## src/rtl/id_ex_stage_reg.sv

```systemverilog
// ID/EX pipeline register: main entry plus one skid entry, valid/ready on both sides, synchronous flush.
// Optional load-use interlock and stall counter are enabled by defining LOAD_USE_STALL_EN.
module id_ex_stage_reg #(
  parameter int DATA_W = 32,
  parameter int REG_AW = 6
) (
  input  logic              clk,
  input  logic              rst_n,
  input  logic              flush,
  input  logic              in_valid,
  output logic              in_ready,
  input  logic [4:0]        in_ex_ctrl,
  input  logic [6:0]        in_mem_ctrl,
  input  logic [DATA_W-1:0] in_pc,
  input  logic [DATA_W-1:0] in_rs_val,
  input  logic [DATA_W-1:0] in_rt_val,
  input  logic [REG_AW-1:0] in_rs,
  input  logic [REG_AW-1:0] in_rt,
  input  logic [REG_AW-1:0] in_rd,
  output logic              out_valid,
  input  logic              out_ready,
  output logic [4:0]        out_ex_ctrl,
  output logic [6:0]        out_mem_ctrl,
  output logic [DATA_W-1:0] out_pc,
  output logic [DATA_W-1:0] out_rs_val,
  output logic [DATA_W-1:0] out_rt_val,
  output logic [REG_AW-1:0] out_rd
`ifdef LOAD_USE_STALL_EN
  ,
  output logic [7:0]        stall_cnt
`endif
);

  localparam int CTRL_W = 12;
  localparam int ENT_W  = CTRL_W + 3 * DATA_W + REG_AW;

  logic [ENT_W-1:0] in_ent_s;
  logic [ENT_W-1:0] main_r;
  logic [ENT_W-1:0] skid_r;
  logic             main_valid_r;
  logic             skid_valid_r;
  logic             stall_s;
  logic             accept_s;
  logic             main_free_s;

  assign in_ent_s    = {in_ex_ctrl, in_mem_ctrl, in_pc, in_rs_val, in_rt_val, in_rd};
  assign in_ready    = !skid_valid_r && !stall_s;
  assign accept_s    = in_valid && in_ready;
  assign main_free_s = !main_valid_r || out_ready;

  // Outputs come straight from the main entry; its control field is zeroed whenever it empties.
  assign out_valid = main_valid_r;
  assign {out_ex_ctrl, out_mem_ctrl, out_pc, out_rs_val, out_rt_val, out_rd} = main_r;

`ifdef LOAD_USE_STALL_EN
  logic [7:0] stall_cnt_r;

  // Load-use hazard: a held load whose non-zero destination feeds the incoming instruction.
  always_comb begin
    stall_s = 1'b0;
    if (main_valid_r && main_r[ENT_W-4] && (out_rd != {REG_AW{1'b0}}) && in_valid &&
        ((in_rs == out_rd) || (in_rt == out_rd))) begin
      stall_s = 1'b1;
    end else begin
      stall_s = 1'b0;
    end
  end

  // Saturating count of stall cycles; only reset clears it.
  always_ff @(posedge clk or negedge rst_n) begin
    if (!rst_n) begin
      stall_cnt_r <= 8'd0;
    end else if (stall_s && (stall_cnt_r != 8'hFF)) begin
      stall_cnt_r <= stall_cnt_r + 8'd1;
    end else begin
      stall_cnt_r <= stall_cnt_r;
    end
  end

  assign stall_cnt = stall_cnt_r;
`else
  logic unused_rs_rt_s;

  assign stall_s        = 1'b0;
  assign unused_rs_rt_s = ^{in_rs, in_rt};
`endif

  // Main entry: refill from skid first to keep order, else from the accepted input, else bubble.
  always_ff @(posedge clk or negedge rst_n) begin
    if (!rst_n) begin
      main_valid_r <= 1'b0;
      main_r       <= {ENT_W{1'b0}};
    end else if (flush) begin
      main_valid_r                <= 1'b0;
      main_r[ENT_W-1 -: CTRL_W]   <= {CTRL_W{1'b0}};
    end else if (main_free_s) begin
      if (skid_valid_r) begin
        main_valid_r <= 1'b1;
        main_r       <= skid_r;
      end else if (accept_s) begin
        main_valid_r <= 1'b1;
        main_r       <= in_ent_s;
      end else begin
        main_valid_r                <= 1'b0;
        main_r[ENT_W-1 -: CTRL_W]   <= {CTRL_W{1'b0}};
      end
    end else begin
      main_valid_r <= main_valid_r;
      main_r       <= main_r;
    end
  end

  // Skid entry: catches an accepted input that cannot go to main this cycle.
  always_ff @(posedge clk or negedge rst_n) begin
    if (!rst_n) begin
      skid_valid_r <= 1'b0;
      skid_r       <= {ENT_W{1'b0}};
    end else if (flush) begin
      skid_valid_r <= 1'b0;
      skid_r       <= skid_r;
    end else if (main_free_s && skid_valid_r) begin
      skid_valid_r <= accept_s;
      skid_r       <= accept_s ? in_ent_s : skid_r;
    end else if (!main_free_s && accept_s) begin
      skid_valid_r <= 1'b1;
      skid_r       <= in_ent_s;
    end else begin
      skid_valid_r <= skid_valid_r;
      skid_r       <= skid_r;
    end
  end

endmodule

```

## config.mk

```make
export PLATFORM = sky130hd
export DESIGN_NAME = id_ex_stage_reg
export DESIGN_NICKNAME = d
export VERILOG_FILES = /design/src/rtl/id_ex_stage_reg.sv
export SDC_FILE = /design/constraint.sdc
export NUM_CORES = 1
export LEC_CHECK = 0
export CAP_MARGIN = 20
export CORE_ASPECT_RATIO = 0.9
export CORE_MARGIN = 4
export CORE_UTILIZATION = 50
export CTS_CLUSTER_DIAMETER = 40
export DETAILED_ROUTE_END_ITERATION = 10
export GPL_ROUTABILITY_DRIVEN = 1
export PLACE_DENSITY = 0.83
export SYNTH_ARGS = -nofsm -noshare
export SYNTH_HDL_FRONTEND = slang
export SYNTH_SLANG_ARGS = --single-unit
```

## constraint.sdc

```tcl
create_clock -name clk -period 2.1 [get_ports clk]
set_input_delay 0.21 -clock clk [delete_from_list [all_inputs] [get_ports clk]]
set_output_delay 0.21 -clock clk [all_outputs]
set_load 0.005 [all_outputs]
```

---- Word-level counts from Yosys, hierarchy flattened ----
Index checks and enable logic that the tools add are counted.
storage, ports and cells
  bits in registers ....................... 230
  input bits .............................. 131
  output and inout port bits .............. 116
  word-level logic and storage cells ...... 35
operators by class
  equal/unequal tests ..................... 1
  mux-type cells .......................... 15
  bitwise operators ....................... 1
  reductions and logical operators ........ 13
operators by type and width
  kind                number
  $mux 114            5
  $mux 102            1
  $mux 12             2
  $mux 1              7
  $reduce_and 3->1    2
  $reduce_bool 2->1   3
  $logic_and 1x1->1   3
  $logic_not 1->1     3
  $reduce_bool 3->1   1
  $ne 2x2->1 const B  1
  $logic_or 1x1->1    1
  $not 1->1           1

---- Longest topological paths before layout ----
Gate-level depths: netlist of the first run.
  depth in word-level cells ............... 7
  mapped depth ............................ 6
  depth with buffers taken out ............ 3

---- Worst setup path before layout of the first run ----
OpenSTA, ideal clock, no wires.
  path type ............................... register to register
  from .................................... register main_valid_r, in the netlist out_valid
  to ...................................... register main_r[15]
  setup time .............................. 0.125 ns
  arrival ................................. 1.437 ns
  required time ........................... 1.975 ns
  slack ................................... 0.538 ns
  stages on the path, launching flop included .. 6
  buffers on the path ..................... 2
  clock period less this slack ............ 1.562 ns
  path through ............................ dfrtp_1 and2b_1 nor2_1 buf_4 buf_6 mux2_2
on the way
  longest elaborated chain between the ends .. 3
ends and longest elaborated chain
  what                               RTL line  RTL
  start: declaration                 40        logic main_valid_r;
  start signal: assignment           108       main_valid_r <= main_valid_r;
  $logic_not 1->1                    49        assign main_free_s = !main_valid_r || out_ready;
  $logic_or 1x1->1                   49
  $reduce_and 3->1 (no source line)  --
  end signal: assignment             92        main_r <= {ENT_W{1'b0}};
  end signal: indexed assignment     95        main_r[ENT_W-1 -: CTRL_W] <= {CTRL_W{1'b0}};
  end signal: assignment             99        main_r <= skid_r;
  end: declaration                   38        logic [ENT_W-1:0] main_r;
No other way between the ends.
A chain may end at the register's enable or synchronous reset.

---- Worst setup path after layout of the first run ----
  from .................................... register skid_valid_r
  to ...................................... output in_ready
on the way
  longest elaborated chain between the ends .. 1
ends and longest elaborated chain
  what                      RTL line  RTL
  start: declaration        41        logic skid_valid_r;
  start signal: assignment  122       skid_valid_r <= accept_s;
  start signal: assignment  128       skid_valid_r <= skid_valid_r;
  $logic_not 1->1           47        assign in_ready = !skid_valid_r && !stall_s;
  end: declaration          11        output logic in_ready,
No other way between the ends.

==> results of run 1 <==
==> cell families (layout without fill, tap and decap cells) <==
| logic type | count (synthesis) | after routing | synth area share |
|---|---|---|---|
| AOI/OAI and AO/OA | 14 | 14 | 0.0122 |
| buffers and inverters | 41 | 332 | 0.0307 |
| DFF | 230 | 230 | 0.567 |
| muxes | 318 | 318 | 0.375 |
| and+or+nand+nor | 30 | 30 | 0.0149 |
==> cell type report <==
| cell class | instances | share of cell area |
|---|---|---|
| clock buffer | 39 | 0.0632 |
| tap | 255 | 0.0224 |
| clock inverter | 24 | 0.0235 |
| multi-input combinational | 362 | 0.288 |
| timing repair buffer | 268 | 0.199 |
| inverter | 1 | 0.000264 |
| sequential | 230 | 0.404 |
==> synthesized netlist by cell type <==
master	number	area share
a221oi_1	12	0.010
and2b_1	1	0.00074
buf_1	1	0.00037
buf_2	9	0.0044
buf_4	3	0.0022
buf_6	18	0.020
clkbuf_1	9	0.0033
dfrtp_1	230	0.57
inv_1	1	0.00037
mux2_2	258	0.29
mux2_4	60	0.089
nand2b_1	1	0.00062
nand3b_2	1	0.0011
nor2_1	14	0.0052
nor2b_4	1	0.0014
nor3_1	12	0.0059
o21bai_1	1	0.00074
o21bai_2	1	0.0011
==> flip-flops by register name, indices dropped and copies added, names as in the netlist <==
name	cells
main_r	114
out_valid	1
skid_r	114
skid_valid_r	1
==> worst reg2reg max path: cells and delay by family (launching register included) <==
| family | cells | cell delay (ps) |
|---|---|---|
| DFF | 1 | 480 |
| muxes | 2 | 680 |
| buffers and inverters | 1 | 430 |
==> cells in the final DEF, fill, tap and decap left out, types with 3 or more instances in the layout <==
cell	n
clkinvlp_4	5
buf_4	15
mux2_4	60
nor2_1	13
clkbuf_16	35
a221oi_1	12
clkbuf_1	3
mux2_2	258
bufinv_16	7
clkdlybuf4s50_1	233
nor3_1	12
buf_12	18
clkinv_2	5
dfrtp_1	229
inv_6	7
==> where the power goes <==
| group | switching (mW) | total [mW] | internal, mW |
|---|---|---|---|
| combinational | 0.851 | 2.86 | 2.01 |
| sequential | 0.536 | 6.00 | 5.46 |
| clock | 2.10 | 6.09 | 3.99 |
| total | 3.49 | 15.0 | 11.5 |
==> per-layer routing <==
metal / GRT usage / part of all wire / vias to the layer above
met3: 0.0776 / 0.090 / 43
met1: 0.254 / 0.42 / 3182
met2: 0.326 / 0.47 / 213
met5: 0 / 0 / -
met4: 0.0606 / 0.022 / 0
li1: - / - / 2829
==> metrics by stage <==
| step | hold slack (ps) | cells | setup slack (ps) | util | total power, mW |
|---|---|---|---|---|---|
| 6_report | 259 | 1179 | 72.5 | 0.713 | 15.0 |
| 5_1_grt | 282 | 1179 | 13.5 | 0.713 | 15.6 |
| 4_1_cts | 247 | 1179 | 52.5 | 0.713 | 15.1 |
| 3_5_place_dp | 183 | 1115 | 148 | 0.650 | 8.90 |
| 3_3_place_gp | 177 | 1115 | 162 | 0.650 | 8.77 |
| 2_1_floorplan | -85.6 | 633 | 538 | - | 7.34 |
==> worst min-delay path by stage <==
stage	from	end	slack, ps	cells after the start
6_report	rst_n	skid_r[35]	260	2
5_1_grt	rst_n	skid_r[35]	280	2
4_1_cts	rst_n	skid_r[35]	250	2
3_5_place_dp	rst_n	main_r[53]	180	1
3_3_place_gp	rst_n	skid_r[56]	180	1
2_1_floorplan	rst_n	main_r[0]	-90	0
==> run metrics, run 1 <==
Worst Setup SP=skid_valid_r; first-pass GRT wire length=36,500 um; DRC viols=0; die width=158 um; H-tree Lvls=2; Crit Path Max Fanout=41; grt ovf=0; synthesized area=10,100 um2; Slowest-stage cell, CP=dfrtp_4; FF/Latch Area=5760 um2; HPWL after DPL=15,300 um; R2R Path Start=skid_valid_r; cts bufs inserted=35; clk buf depth=3; crit path kind=reg2out; initial antenna violation count=0; reg-to-reg endpoint=main_r[49]; Multi-input gate area=4100 um2; drt total wl=23,300 um; post_cts resized=0; Core Area=20,000 um2; # fillers=1,321; endpoints failing hold=0; setup slack, reg-to-reg=380 ps; Final TNS setup=0 ps; drt pass-1 iters=5; Startpoint Class=flop; RePlAce Congestion=0.763; syn_area_per_cell=16.0 um2; synth warn=0; CTS clk-pin slew, worst paths=60 ps; via count=6,267; power density over the cells=1050 nW/um2; Leak=6.22 nW; Post-Synthesis Cells=633; GRT Total Usage=0.202; I/O pin count=247; Seq cells post-synth=230; placed cell area=13,000 um2; Worst EP required=1890 ps; unique cell type count in the Yosys netlist=18; crit-path max cell delay=530 ps; CP endpoint kind=output port; clock sink total=230; CP Capture Point=in_ready; DIE AREA=22,600 um2; Initial Util=0.508; # rows=49; final worst path period need=2030 ps; share of cells above drive strength 1=0.451; slew margin rel.=0.631; diodes inserted=0; vias in the first global route=6,813; Worst VDD drop=0.722 mV; Setup-failing EPs final=0; Critical Path Stages=3; maximum number of pins on one net before global-route repair=61; layout overhead on the synthesized area=40.4%; Seq/Total Area, Yosys=0.567; Syn Nets=764; Avg Vias per Cell=5.32; Skew-Pair Late Insertion Delay=500 ps; RSZ-0062 raised after global routing=false; reg2reg path depth=3; hold buffers post-CTS=1; Port Buffer Count=234; Final Skew=21.1 ps; maximum operating frequency=0.493 GHz; Buf/Inv on CP=3; family with the most delay on the worst path=buffers and inverters; fin area=14,200 um2; HP Class=in2async; Least-Margin Pin Slew=553 ps; Max Cap Violations=0; Die Ht=143 um; DRT antenna net count=0; DR WL/cell=19.8 um; initial drt markers=226; Worst Path Arrival=1820 ps; CTS tree=yes; crit share post-route=0.965; Setup Buffers After CTS=0; outcome=complete, no violations; Root Driver=clkbuf_16; max-slew violation count=0; nets=1,029; CP cell instances=buf_12, inv_1, clkdlybuf4s50_1
Note: power is estimated with default switching activity, not from simulation.
==> run 2, diff against run 1 <==
--- a/config.mk
+++ b/config.mk
@@ -13,6 +13,7 @@
 export DETAILED_ROUTE_END_ITERATION = 10
 export GPL_ROUTABILITY_DRIVEN = 1
 export PLACE_DENSITY = 0.83
+export RECOVER_POWER = 50
 export SYNTH_ARGS = -nofsm -noshare
 export SYNTH_HDL_FRONTEND = slang
 export SYNTH_SLANG_ARGS = --single-unit
==> run metrics, run 2 (synthesis results as in run 1) <==
combinational share of power=0.188; cts bufs inserted=35; DR WL/cell=19.7 um; nets=1,029; diodes inserted=0; switching power share of the total=0.234; most frequent cells in the layout=mux2_2, dfrtp_1, clkdlybuf4s50_1; crit path kind=reg2out; hold buffers post-CTS=1; I/O pin count=247; Worst EP required=1890 ps; RSZ-0062 raised after global routing=false; top flop regs=main_r x114, skid_r x114; Port Buffer Count=234; via count=6,256; maximum operating frequency=0.501 GHz; die width=158 um; Least-Margin Pin Slew=1000 ps; outcome=complete, no violations; Worst Slack Setup Final=105 ps; H-tree Lvls=2; DRT antenna net count=0; P_int=11.4 mW; power density over the cells=1060 nW/um2; Startpoint Class=flop; RePlAce Congestion=0.763; CP cell instances=buf_12, inv_1, clkdlybuf4s50_1; first-pass GRT wire length=36,500 um; layout overhead on the synthesized area=39.1%; HP Class=in2async; Worst Setup SP=skid_valid_r; FF/Latch Area=5760 um2; drt pass-1 iters=4; Die Ht=143 um; reg2reg path depth=5; share of cells above drive strength 1=0.434; DP Worst Slack=148 ps; # rows=49; Slowest-stage cell, CP=dfrtp_4; maximum number of pins on one net before global-route repair=61; Initial Util=0.508; Setup-failing EPs final=0; final worst path period need=1990 ps; slew margin rel.=0.331; # fillers=1,352; P_sw=3.48 mW; Final TNS setup=0 ps; Final Skew=20.6 ps; CTS clk-pin slew, worst paths=50 ps; Worst VDD drop=0.722 mV; max-slew violation count=0; clk buf depth=3; Setup Buffers After CTS=0; endpoints failing hold=0; post_cts resized=0; Max Cap Violations=0; vias in the first global route=6,813; Skew-Pair Late Insertion Delay=500 ps; Worst Path Arrival=1780 ps; HPWL after DPL=15,300 um; drt total wl=23,200 um; crit share post-route=0.950; CP endpoint kind=output port; leading cell type in the layout, fill and taps excluded=mux2_2; clock power share=0.409; grt ovf=0; crit-path max cell delay=500 ps; fin area=14,100 um2; Multi-input gate area=4060 um2; Leak=6.13 nW; initial antenna violation count=0; Core Area=20,000 um2; initial drt markers=197; R2R Path Start=out_valid; DRC viols=0; Avg Vias per Cell=5.31; Crit Path Max Fanout=41; clock sink total=230; sequential share of power=0.403; DIE AREA=22,600 um2; GRT Total Usage=0.202; Root Driver=clkbuf_16; placed cell area=13,000 um2; CTS tree=yes
run 2: cell types whose count changed in the layout (fill, tap and decap cells not counted), moves of 3 or more:
cell | previous run | this run
buf_12 | 18 | 13
mux2_1 | 0 | 8
mux2_4 | 60 | 52
buf_4 | 15 | 9
clkbuf_4 | 0 | 3
clkdlybuf4s50_1 | 233 | 228
dlygate4sd3_1 | 1 | 6
clkbuf_1 | 3 | 9
run 2: power by group through the flow:
stage / clock network [mW] / registers (mW) / logic (mW)
2_1_floorplan: 0 / 5.95 / 1.39
3_3_place_gp: 0 / 5.98 / 2.79
3_5_place_dp: 0 / 6.04 / 2.87
4_1_cts: 6.23 / 6.00 / 2.91
5_1_grt: 6.43 / 6.10 / 3.02
6_report: 6.09 / 6.00 / 2.80
run 2: stage by stage:
| step | power (mW) | hold WS (ps) | instances | util |
|---|---|---|---|---|
| after floorplan | 7.34 | -85.6 | 633 | - |
| after global placement | 8.77 | 177 | 1115 | 0.650 |
| after detailed placement | 8.90 | 183 | 1115 | 0.650 |
| after CTS | 15.1 | 247 | 1179 | 0.713 |
| after global routing | 15.6 | 269 | 1179 | 0.706 |
| final | 14.9 | 243 | 1179 | 0.706 |
run 2: per-layer routing:
metal	track usage	up-vias	wire length, um
met5	0	-	0
met4	0.0606	0	523
met3	0.0776	46	1970
met2	0.326	210	11200
met1	0.254	3168	9560
li1	-	2832	-
run 2: final timing paths:
| check | endpoint | slack (ps) |
|---|---|---|
| max in group asynchronous | main_r[72] | 550 |
| max reg2reg | skid_r[5] | 140 |
| max | in_ready | 110 |
| min in group clk | skid_r[97] | 350 |
| min | skid_r[56] | 240 |
| min reg2reg | skid_r[89] | 490 |
run 2: area by class of cell:
class / instances / share of cell area
inverter: 1 / 0.000266
clock inverter: 24 / 0.0237
multi-input combinational: 362 / 0.287
tap: 255 / 0.0226
timing repair buffer: 268 / 0.194
sequential: 230 / 0.408
clock buffer: 39 / 0.0638
run 2: worst max-delay path, delay by kind of cell, from the launching register on:
family / cells / cell delay, ps
buffers and inverters: 3 / 760
DFF: 1 / 500
==> run 3, diff against run 2 <==
--- a/config.mk
+++ b/config.mk
@@ -17,3 +17,4 @@
 export SYNTH_ARGS = -nofsm -noshare
 export SYNTH_HDL_FRONTEND = slang
 export SYNTH_SLANG_ARGS = --single-unit
+export TNS_END_PERCENT = 1
==> results of run 3 <==
No change in the layout: final DEF, timing and power equal those of run 2.
